--- src/rtl/timer_dev.sv ---
// timer_dev: programmable countdown timer on the processor I/O bus.
//
// Counts a loaded PRESET value down to zero, then raises a pending interrupt.
// One-shot mode clears EN after firing; auto-reload mode reloads PRESET and
// keeps running, giving a one-cycle irq pulse per period.
//
// Ports:
//   clk   in   system clock, all state updates on the rising edge
//   rst   in   synchronous active-high reset
//   addr  in   word select: 0 CTRL, 1 PRESET, 2 COUNT, 3 reserved
//   we    in   write strobe (already qualified by device select)
//   din   in   write data
//   dout  out  read data, combinational on addr
//   irq   out  level interrupt request = pend & IM
module timer_dev #(
    parameter int unsigned WIDTH = 32
) (
    input  logic             clk,
    input  logic             rst,
    input  logic [1:0]       addr,
    input  logic             we,
    input  logic [WIDTH-1:0] din,
    output logic [WIDTH-1:0] dout,
    output logic             irq
);

    localparam logic [1:0] AddrCtrl   = 2'd0;
    localparam logic [1:0] AddrPreset = 2'd1;
    localparam logic [1:0] AddrCount  = 2'd2;

    typedef enum logic [1:0] {
        StIdle = 2'd0,
        StLoad = 2'd1,
        StCnt  = 2'd2,
        StInt  = 2'd3
    } state_e;

    state_e           r_state;
    logic [3:0]       r_ctrl;
    logic [WIDTH-1:0] r_preset;
    logic [WIDTH-1:0] r_count;
    logic             r_pend;

    state_e           w_state_next;
    logic [3:0]       w_ctrl_next;
    logic [WIDTH-1:0] w_preset_next;
    logic [WIDTH-1:0] w_count_next;
    logic             w_pend_next;

    logic w_en;
    logic w_im;
    logic w_auto;
    logic w_wr_ctrl;
    logic w_wr_preset;

    assign w_en        = r_ctrl[0];
    assign w_im        = r_ctrl[3];
    // Only MODE = 01 reloads; 10 and 11 fall back to one-shot.
    assign w_auto      = (r_ctrl[2:1] == 2'b01);
    assign w_wr_ctrl   = we && (addr == AddrCtrl);
    assign w_wr_preset = we && (addr == AddrPreset);

    always_ff @(posedge clk) begin
        if (rst) begin
            r_state  <= StIdle;
            r_ctrl   <= 4'd0;
            r_preset <= '0;
            r_count  <= '0;
            r_pend   <= 1'b0;
        end else begin
            r_state  <= w_state_next;
            r_ctrl   <= w_ctrl_next;
            r_preset <= w_preset_next;
            r_count  <= w_count_next;
            r_pend   <= w_pend_next;
        end
    end

    always_comb begin
        w_state_next  = r_state;
        w_ctrl_next   = r_ctrl;
        w_preset_next = r_preset;
        w_count_next  = r_count;
        w_pend_next   = r_pend;

        case (r_state)
            StIdle: begin
                if (w_en) begin
                    w_state_next = StLoad;
                end
            end
            StLoad: begin
                w_count_next = r_preset;
                w_state_next = StCnt;
            end
            StCnt: begin
                if (!w_en) begin
                    w_state_next = StIdle;
                end else if (r_count == '0) begin
                    w_pend_next  = 1'b1;
                    w_state_next = StInt;
                end else begin
                    w_count_next = r_count - WIDTH'(1);
                end
            end
            StInt: begin
                if (w_auto) begin
                    w_pend_next  = 1'b0;
                    w_state_next = StLoad;
                end else begin
                    w_ctrl_next[0] = 1'b0;
                    w_state_next   = StIdle;
                end
            end
            default: w_state_next = StIdle;
        endcase

        // A CTRL write overrides whatever the FSM decided this cycle and
        // freezes the count where it stands.
        if (w_wr_ctrl) begin
            w_ctrl_next  = din[3:0];
            w_pend_next  = 1'b0;
            w_state_next = StIdle;
            w_count_next = r_count;
        end

        // LOAD above reads r_preset, so a same-edge write only affects the next LOAD.
        if (w_wr_preset) begin
            w_preset_next = din;
        end
    end

    always_comb begin
        dout = '0;
        case (addr)
            AddrCtrl:   dout = {{(WIDTH - 4){1'b0}}, r_ctrl};
            AddrPreset: dout = r_preset;
            AddrCount:  dout = r_count;
            default:    dout = '0;
        endcase
    end

    assign irq = r_pend & w_im;

endmodule

--- config.mk ---
export PLATFORM = sky130hd
export DESIGN_NAME = timer_dev
export DESIGN_NICKNAME = d
export VERILOG_FILES = /design/src/rtl/timer_dev.sv
export SDC_FILE = /design/constraint.sdc
export NUM_CORES = 1
export LEC_CHECK = 0
export BUFFER_PORTS_ARGS = -buffer_cell sky130_fd_sc_hd__buf_4
export CAP_MARGIN = 10
export CORE_MARGIN = 2
export CORE_UTILIZATION = 50
export CTS_BUF_LIST = sky130_fd_sc_hd__clkbuf_4 sky130_fd_sc_hd__clkbuf_8
export DETAILED_ROUTE_END_ITERATION = 8
export GPL_ROUTABILITY_DRIVEN = 0
export PLACE_DENSITY_LB_ADDON = 0.12
export SYNTH_ARGS = -nofsm -noshare
export SYNTH_HDL_FRONTEND = slang
export SYNTH_SLANG_ARGS = --single-unit
--- constraint.sdc ---
create_clock -name clk -period 6.8 [get_ports clk]
set_input_delay 1.36 -clock clk [delete_from_list [all_inputs] [get_ports clk]]
set_output_delay 1.36 -clock clk [all_outputs]
set_load 0.01 [all_outputs]
==> impl_metrics.yaml, run 1 <==
status:
  status: "complete, no violations"
synthesis:
  syn-num-nets: 573
  synthFlopType: "dfxtp_1"
  synth-compound-area-share_pct: 27.4
  synth_cells: 531
  synthAdderAreaFrac_pct: 1.55
  synthArstFlopShare_pct: 0
  synth-seq-cells: 71
  synthTopCellsByArea: "dfxtp_1 35%, nand2_1 9.2%, a21oi_1 7.5%"
  avgSynthCellArea_um2: 7.58
  ys.warnings.count: 0
  synth_top_family_by_area: "simple AND/OR/NAND/NOR gates"
  yosys.area_share.xor_xnor_pct: 0
  synth_simple_gate_area_share_pct: 28.1
  synth.yosys.seq_area_share_pct: 35.3
  yosysUniqueCellTypes: 60
  muxShareOfSynthArea_pct: 2.05
  synthDominantCellAreaShare_pct: 35.3
  yosys.area.top_type: "dfxtp_1"
  synth.cell_area_mm2: 0.00403
  synth_edf_count: 0
timing:
  setup_tns_ns: 0
  fin_ws_ns: 2.74
  drv_slew: 0
  grt_setup_unrepaired: "no"
  relSlewSlack_pct: 21.9
  tightest_slew_ns: 1.17
  hold_slack_ns: 0.478
  fin_crit_sh_pct: 59.7
  hold_viol: 0
  fmax_mhz: 246
  setup_viol: 0
  period_needed_ns: 4.06
  skew_ns: 0.0101
grt:
  antenna_found_initial: 0
  use_met2_pct: 44.2
  top_usage_layer: "met2"
  grt_max_degree: 67
  gr-usage-met1_pct: 37.3
  grt_pass1_vias: 3751
  grt_pass1_wl_um: 19200
  grt.total_usage_pct: 27.7
  grt_overflow: 0
  met3_usage_pct: 6.18
clock_tree:
  cts.repair.resized: 0
  cts_buffers: 9
  cts_setup_buffers: 0
  cts_tree: "done"
  numClockSinks: 71
  clk_path_buf_depth: 2
  htree_num_levels: 3
  clkLatencyLatePin_ns: 0.36
  cts_hold_buf: 0
  ctsRootBufferMaster: "clkbuf_8"
  clk_pin_slew_worst_paths_ns: 0.07
final_layout:
  post-route-util_pct: 61.4
  syn_to_final_growth_pct: 18.3
  diodes: 0
  nNetsFinal: 615
  num-fill-cells: 701
  drive_above_1_share_pct: 18.4
critical_path:
  cp.required_ns: 5.44
  critPathKind: "in -> out"
  cp_data_arrival_time_ns: 2.70
  worstPathCellList: "buf_4, nor2b_2, buf_4, a22o_1, buf_4"
  critPathSlowestCell: "nor2b_2"
  critPathLaunchType: "primary input"
  cp-end-kind: "output port"
  critPathMaxFanout: 22
  cp_common_cell: "buf_4"
  slowest_delay_ns: 0.47
  regToRegSetupSlack_ns: 3.16
routing:
  routed_via_density: 6.17
  drt-initial-drc-count: 290
  wl_um: 11900
  ant_nets: 0
  avgRoutedWirePerCell_um: 17.5
  vias: 4190
  route.detailed.drc: 0
  dr.pass1.iters: 5
power:
  power_mw: 1.09
  vdd_ir_drop_max_mv: 0.120
  clockPowerShare_pct: 34.6
  swShare_pct: 33.0
  power_frac_seq_pct: 40.7
  combPwrFrac_pct: 24.7
  p_sw_uw: 360
  internal_power_uw: 730
  power.leakage_nw: 1.85
  p_per_area_mw_per_mm2: 229
placement:
  port_buffers: 69
  place_worst_setup_slack_ns: 2.73
  hpwl_um: 7810
floorplanning:
  coreArea_mm2: 0.00777
  die_w_um: 93.8
  ios: 70
  rows: 32
  die_y_um: 93.8
  die_area_mm2: 0.00879
  start_util_pct: 51.9
flow_run:
  max_cap_violations: 0
min_path:
  min_path_type: "reg -> reg"
[logic make-up after synthesis]
family                   count (synthesis)
flip-flops                              71
multiplexers                             8
AO/OA/AOI/OAI                          164
adder cells (fa/ha/maj)                  5
buffers and inverters                   57
AND/OR/NAND/NOR                        226
[path summary, 6_finish.rpt]
path | depth (start not counted) | from | end
worst max-delay path | 5 | addr[1] | dout[8]
worst max register to register | 8 | r_count[0]$_SDFFE_PP0P_ | r_count[3]$_SDFFE_PP0P_
worst min register to register | 2 | r_preset[26]$_SDFFE_PP0P_ | r_preset[26]$_SDFFE_PP0P_
worst min-delay path | 2 | r_preset[26]$_SDFFE_PP0P_ | r_preset[26]$_SDFFE_PP0P_
[cell type report]
type / instances / area (um2) / area share, %
well taps: 102 / 128 / 2.68
repair buffers: 77 / 576 / 12.1
clock buffers: 10 / 131 / 2.76
multi-input cells: 403 / 2380 / 50.0
inverters: 11 / 41.3 / 0.866
clock inverters: 5 / 83.8 / 1.76
flip-flops and latches: 71 / 1420 / 29.8
[cells in the mapped netlist, drive strengths merged (7+ instances only)]
cell,n
nand2,99
dfxtp,71
a21oi,60
clkbuf,39
a22o,29
nor2,27
o21ai,26
nor2b,13
nor3,13
nor4,12
inv,11
nand4,10
nand3,9
or4,8
buf,7
nand2b,7
[worst max-delay path: cells and delay by family]
kind,cells,cell delay [ns]
buffers and inverters,3,0.66
AND/OR/NAND/NOR,1,0.47
AO/OA/AOI/OAI,1,0.20
[power groups by stage]
stage                     Combinational [mW]  Sequential (mW)  Clock (mW)
final                                  0.269            0.444       0.377
after global routing                   0.289            0.446       0.399
after CTS                              0.263            0.443       0.380
after detailed placement               0.262            0.452           0
after global placement                 0.258            0.452           0
after floorplan                        0.191            0.447           0
[flip-flops by register name, summed over array words and instances (netlist names)]
signal    flops
r_state       2
r_pend        1
r_preset     32
r_ctrl        4
r_count      32
[placed cells by master (no fill, tap or decap), drive strengths merged, types with 3 or more instances in the layout]
cell | netlist | layout
a21oi | 60 | 60
a22o | 29 | 29
a31oi | 5 | 5
a32o | 5 | 5
and2 | 4 | 4
and3 | 6 | 6
buf | 7 | 77
clkbuf | 39 | 10
dfxtp | 71 | 71
ha | 5 | 5
inv | 11 | 11
mux2i | 6 | 6
nand2 | 99 | 99
nand2b | 7 | 7
nand3 | 9 | 9
nand4 | 10 | 10
nor2 | 27 | 27
nor2b | 13 | 13
nor3 | 13 | 13
nor3b | 4 | 4
nor4 | 12 | 12
o21ai | 26 | 26
o22ai | 6 | 6
o2bb2ai | 4 | 4
o31a | 3 | 3
o32ai | 5 | 5
or3 | 5 | 5
or4 | 8 | 8
[stage by stage]
step	instances	area, um2
final	679	4770
after global routing	679	4770
after CTS	678	4760
after detailed placement	663	4550
after global placement	663	4550
after floorplan	531	4030
[metal layers]
layer	part of all wire, %	vias to the layer above	wire length [um]
met3	7.8	25	925
met2	45	206	5370
li1	-	2027	-
met4	1.9	0	226
met5	0	-	0
met1	45	1932	5370
(Power assumes the default switching activity.)
==> run 2, diff against run 1 <==
- ABC_AREA: unset -> 1
- clock period: 6.8 -> 3.5 ns (I/O delays scaled with it)
==> impl_metrics.yaml, run 2 <==
synthesis:
  synthDominantCellAreaShare_pct: 33.7
  synth.yosys.seq_area_share_pct: 33.7
  avgSynthCellArea_um2: 6.25
  yosysUniqueCellTypes: 33
  syn-num-nets: 716
  synth.cell_area_mm2: 0.00421
  synth-seq-cells: 71
  ys.warnings.count: 0
  yosysMostFrequentCell: "nand2_1"
  synth_cells: 674
  yosys.area_share.xor_xnor_pct: 0.832
  synth_top_family_by_area: "simple AND/OR/NAND/NOR gates"
  synthArstFlopShare_pct: 0
  muxShareOfSynthArea_pct: 0
  synth_commonest_cells: "122 x nand2_1, 115 x nor2_1, 89 x inv_1"
  yosys.area.top_type: "dfxtp_1"
  synthTopCellsByArea: "dfxtp_1 34%, nand2_1 11%, nor2_1 10%"
  synth-compound-area-share_pct: 22.7
  synth_simple_gate_area_share_pct: 29.3
  synth_edf_count: 0
  synthAdderAreaFrac_pct: 1.49
  synthFlopType: "dfxtp_1"
critical_path:
  critPathKind: "in -> out"
  cp.required_ns: 2.80
  critPathSlowestCell: "buf_4"
  critPathLaunchType: "primary input"
  cp-end-kind: "output port"
  critPathMaxFanout: 17
  worstPathCellList: "buf_4, inv_1, nand2_1, buf_4, o22ai_1, buf_4"
  path_delay_family: "buffers and inverters"
  cp_common_cell: "buf_4"
  cp_data_arrival_time_ns: 1.96
  cp_num_buf_inv: 4
  slowest_delay_ns: 0.38
timing:
  fmax_mhz: 376
  tightest_slew_ns: 0.962
  grt_setup_unrepaired: "no"
  drv_slew: 0
  skew_ns: 0.00731
  setup_viol: 0
  relSlewSlack_pct: 35.6
  hold_viol: 0
  setup_tns_ns: 0
  period_needed_ns: 2.66
  fin_crit_sh_pct: 76.0
floorplanning:
  start_util_pct: 51.5
  coreArea_mm2: 0.00818
  die_y_um: 95.8
  ios: 70
  die_area_mm2: 0.00917
  rows: 33
  die_w_um: 95.8
final_layout:
  diodes: 0
  multi_input_area_mm2: 0.00229
  num-fill-cells: 808
  syn_to_final_growth_pct: 18.0
  final_common_cell: "nand2_1"
  reg_top3: "r_count (32), r_preset (32), r_ctrl (4)"
  final_cell_mix: "121 x nand2_1, 115 x nor2_1, 89 x inv_1, 75 x o21ai_0, 72 x buf_4"
  drive_above_1_share_pct: 14.2
  post-route-util_pct: 60.8
  nNetsFinal: 770
  ff_latch_area_mm2: 0.00142
clock_tree:
  cts_setup_buffers: 0
  cts_hold_buf: 0
  htree_num_levels: 3
  clkLatencyLatePin_ns: 0.35
  cts_buffers: 9
  numClockSinks: 71
  ctsRootBufferMaster: "clkbuf_8"
  cts.repair.resized: 0
  clk_pin_slew_worst_paths_ns: 0.07
  cts_tree: "done"
  clk_path_buf_depth: 2
routing:
  routed_via_density: 5.40
  drt-initial-drc-count: 216
  wl_um: 11400
  vias: 4523
  route.detailed.drc: 0
  dr.pass1.iters: 5
  avgRoutedWirePerCell_um: 13.6
  ant_nets: 0
grt:
  grt_pass1_vias: 4018
  grt.total_usage_pct: 25.9
  antenna_found_initial: 0
  grt_overflow: 0
  grt_max_degree: 64
  grt_pass1_wl_um: 18600
min_path:
  min_path_type: "reg -> reg"
placement:
  port_buffers: 69
  hpwl_um: 7860
status:
  status: "complete, no violations"
power:
  power_mw: 3.02
  p_per_area_mw_per_mm2: 607
  vdd_ir_drop_max_mv: 0.271
  power.leakage_nw: 2.22
flow_run:
  max_cap_violations: 0
run 2: cell count changes after synthesis, sizes merged, moves of 20 or more:
cell,before,now
nor2,27,118
o22ai,6,28
nand3,9,39
o21ai,26,92
inv,11,93
clkbuf,39,19
nand2,99,126
a22o,29,0
run 2: cells by family after synthesis:
logic type               Yosys count
AO/OA/AOI/OAI                    179
XOR/XNOR                           4
adder cells (fa/ha/maj)            5
buffers and inverters            124
flip-flops                        71
AND/OR/NAND/NOR                  291
run 2: worst paths after layout:
check	start	end	slack, ns	cells after the start
worst max-delay path	addr[0]	dout[25]	0.84	6
worst min-delay path	r_preset[31]$_SDFFE_PP0P_	r_preset[31]$_SDFFE_PP0P_	0.47	2
worst max register to register	r_state[0]$_SDFFE_PP0P_	r_count[16]$_SDFFE_PP0P_	0.98	9
worst min register to register	r_preset[31]$_SDFFE_PP0P_	r_preset[31]$_SDFFE_PP0P_	0.47	2
run 2: stage by stage:
| step | cells | hold slack [ns] | worst slack, ns | instance area (um2) |
|---|---|---|---|---|
| floorplan | 674 | 0.439 | 1.34 | 4210 |
| global placement | 822 | 0.461 | 0.928 | 4760 |
| detailed placement | 822 | 0.462 | 0.851 | 4760 |
| CTS | 838 | 0.473 | 0.842 | 4970 |
| global route | 838 | 0.504 | 0.733 | 4970 |
| finish | 838 | 0.472 | 0.841 | 4970 |
run 2: area by class of cell:
type                       instances  share of cell area (%)
clock buffer                      13                    3.47
clock inverter                     3                   0.805
inverter                          94                    7.15
multi-input combinational        479                    46.1
sequential                        71                    28.6
tap                              105                    2.64
timing repair buffer              73                    11.3
run 2: worst reg2reg max path, stage by stage (launching register included):
cell and delay, ns:
dfxtp_1 0.34, inv_1 0.11, ha_1 0.18, clkinv_1 0.45
nor2_1 0.40, nor3b_4 0.11, nand2_4 0.33, inv_4 0.23
o21ai_0 0.21, nor2_1 0.06
run 2: where the power goes:
group | leakage, nW | internal (mW) | total [mW] | switching (mW)
logic | 1.53 | 0.424 | 1.34 | 0.912
clock network | 0.113 | 0.394 | 0.712 | 0.318
registers | 0.580 | 0.891 | 0.968 | 0.0768
total | 2.22 | 1.71 | 3.02 | 1.31
run 2: metal layers:
layer  global-route usage [%]  part of all wire (%)
met2                     42.0                    47
met5                        0                     0
met4                     8.10                   1.2
met1                     35.2                    47
met3                     4.31                   5.0
==> run 3, diff against run 2 <==
- ABC_AREA: 1 -> 0
- clock period: 3.5 -> 2.75 ns (I/O delays scaled with it)
==> impl_metrics.yaml, run 3 (synthesis results as in run 1) <==
status:
  status: "complete, no violations"
routing:
  vias: 4274
  avgRoutedWirePerCell_um: 17.3
  drt-initial-drc-count: 343
  wl_um: 12000
  route.detailed.drc: 0
  dr.pass1.iters: 5
  routed_via_density: 6.16
  ant_nets: 0
floorplanning:
  coreArea_mm2: 0.00777
  ios: 70
  rows: 32
  start_util_pct: 51.9
  die_area_mm2: 0.00879
  die_y_um: 93.8
  die_w_um: 93.8
grt:
  grt_overflow: 0
  grt_pass1_wl_um: 19900
  grt.total_usage_pct: 28.4
  antenna_found_initial: 0
  grt_max_degree: 67
  grt_pass1_vias: 3970
critical_path:
  critPathSlowestCell: "or4_4"
  endpoint: "r_count[12]$_SDFFE_PP0P_"
  r2r_cells: 5
  critPathLaunchType: "register"
  r2r-start: "r_count[20]$_SDFFE_PP0P_"
  cp-end-kind: "register"
  cp_data_arrival_time_ns: 2.87
  critPathMaxFanout: 10
  cp.required_ns: 2.97
  crit_path_start: "r_count[20]$_SDFFE_PP0P_"
  worstReg2RegEnd: "r_count[12]$_SDFFE_PP0P_"
  critPathKind: "reg -> reg"
  worstPathCellList: "or4_4, or4_1, or4_4, o21ai_2, o21ai_0"
  regToRegSetupSlack_ns: 0.1
  slowest_delay_ns: 0.68
  cp_common_cell: "or4_4"
clock_tree:
  ctsRootBufferMaster: "clkbuf_8"
  cts_tree: "done"
  cts.repair.resized: 0
  htree_num_levels: 3
  clkLatencyLatePin_ns: 0.35
  cts_hold_buf: 0
  cts_setup_buffers: 0
  numClockSinks: 71
  cts_buffers: 9
  clk_pin_slew_worst_paths_ns: 0.08
  clk_path_buf_depth: 2
power:
  combPwrFrac_pct: 27.7
  vdd_ir_drop_max_mv: 0.302
  p_sw_uw: 898
  p_per_area_mw_per_mm2: 554
  swShare_pct: 33.3
  internal_power_mw: 1.80
  clockPowerShare_pct: 31.8
  power.leakage_nw: 1.93
  power_frac_seq_pct: 40.5
final_layout:
  nNetsFinal: 629
  syn_to_final_growth_pct: 20.8
  drive_above_1_share_pct: 20.4
  diodes: 0
  reg_top3: "r_count (32), r_preset (32), r_ctrl (4)"
  final_cell_mix: "99 x nand2_1, 91 x buf_4, 71 x dfxtp_1, 60 x a21oi_1, 29 x a22o_1"
  final_common_cell: "nand2_1"
placement:
  hpwl_um: 8030
  place_worst_setup_slack_ns: 0.158
  port_buffers: 69
min_path:
  min_path_type: "in -> reg"
timing:
  relSlewSlack_pct: 49.9
  drv_slew: 0
  grt_setup_unrepaired: "no"
  tightest_slew_ns: 0.744
  fin_crit_sh_pct: 96.5
  fin_ws_ns: 0.0967
  skew_ns: 0.00717
  period_needed_ns: 2.65
  hold_viol: 0
  setup_viol: 0
  fmax_mhz: 377
  setup_tns_ns: 0
flow_run:
  max_cap_violations: 0
==> run 3: worst min-delay path by stage <==
stage	startpoint	endpoint	slack, ns	depth (start not counted)
after floorplan	r_preset[13]$_SDFFE_PP0P_	r_preset[13]$_SDFFE_PP0P_	0.44	2
after global placement	r_preset[13]$_SDFFE_PP0P_	r_preset[13]$_SDFFE_PP0P_	0.45	2
after detailed placement	r_preset[25]$_SDFFE_PP0P_	r_preset[25]$_SDFFE_PP0P_	0.46	2
after CTS	din[4]	r_preset[4]$_SDFFE_PP0P_	0.44	3
after global routing	din[8]	r_preset[8]$_SDFFE_PP0P_	0.45	3
final	din[20]	r_preset[20]$_SDFFE_PP0P_	0.44	3
==> run 3: area by class of cell <==
class | instances | area [um2]
inverters | 11 | 41.3
well taps | 102 | 128
clock buffers | 12 | 153
multi-input cells | 403 | 2400
flip-flops and latches | 71 | 1420
fillers | 745 | 2900
repair buffers | 91 | 683
clock inverters | 4 | 45.0
==> run 3: layer usage <==
| metal | GRT usage, % | part of all wire [%] | wire length, um |
|---|---|---|---|
| met1 | 39.0 | 44 | 5320 |
| met5 | 0 | 0 | 0 |
| met4 | 9.06 | 1.8 | 214 |
| met2 | 45.8 | 47 | 5610 |
| met3 | 4.09 | 7.4 | 886 |
==> run 3: power by group through the flow <==
stage / Sequential (mW) / Clock [mW] / Combinational, mW
CTS: 1.09 / 0.863 / 0.725
floorplan: 1.11 / 0 / 0.473
global placement: 1.11 / 0 / 0.707
detailed placement: 1.11 / 0 / 0.719
global route: 1.10 / 0.911 / 0.807
finish: 1.09 / 0.858 / 0.747
==> run 3: worst max-delay path: cells and delay by family (launching register included) <==
kind / cells / cell delay, ns
AO/OA/AOI/OAI: 2 / 0.34
flip-flops: 1 / 0.36
AND/OR/NAND/NOR: 3 / 1.83
==> run 3: metrics by stage <==
stage | cells | hold WS [ns] | instance area, um2 | power (mW) | utilization [%]
2_1_floorplan | 531 | 0.444 | 4030 | 1.58 | -
3_3_place_gp | 678 | 0.455 | 4660 | 1.82 | 60.0
3_5_place_dp | 678 | 0.456 | 4660 | 1.83 | 60.0
4_1_cts | 694 | 0.435 | 4860 | 2.68 | 62.5
5_1_grt | 694 | 0.449 | 4870 | 2.81 | 62.7
6_report | 694 | 0.437 | 4870 | 2.70 | 62.7
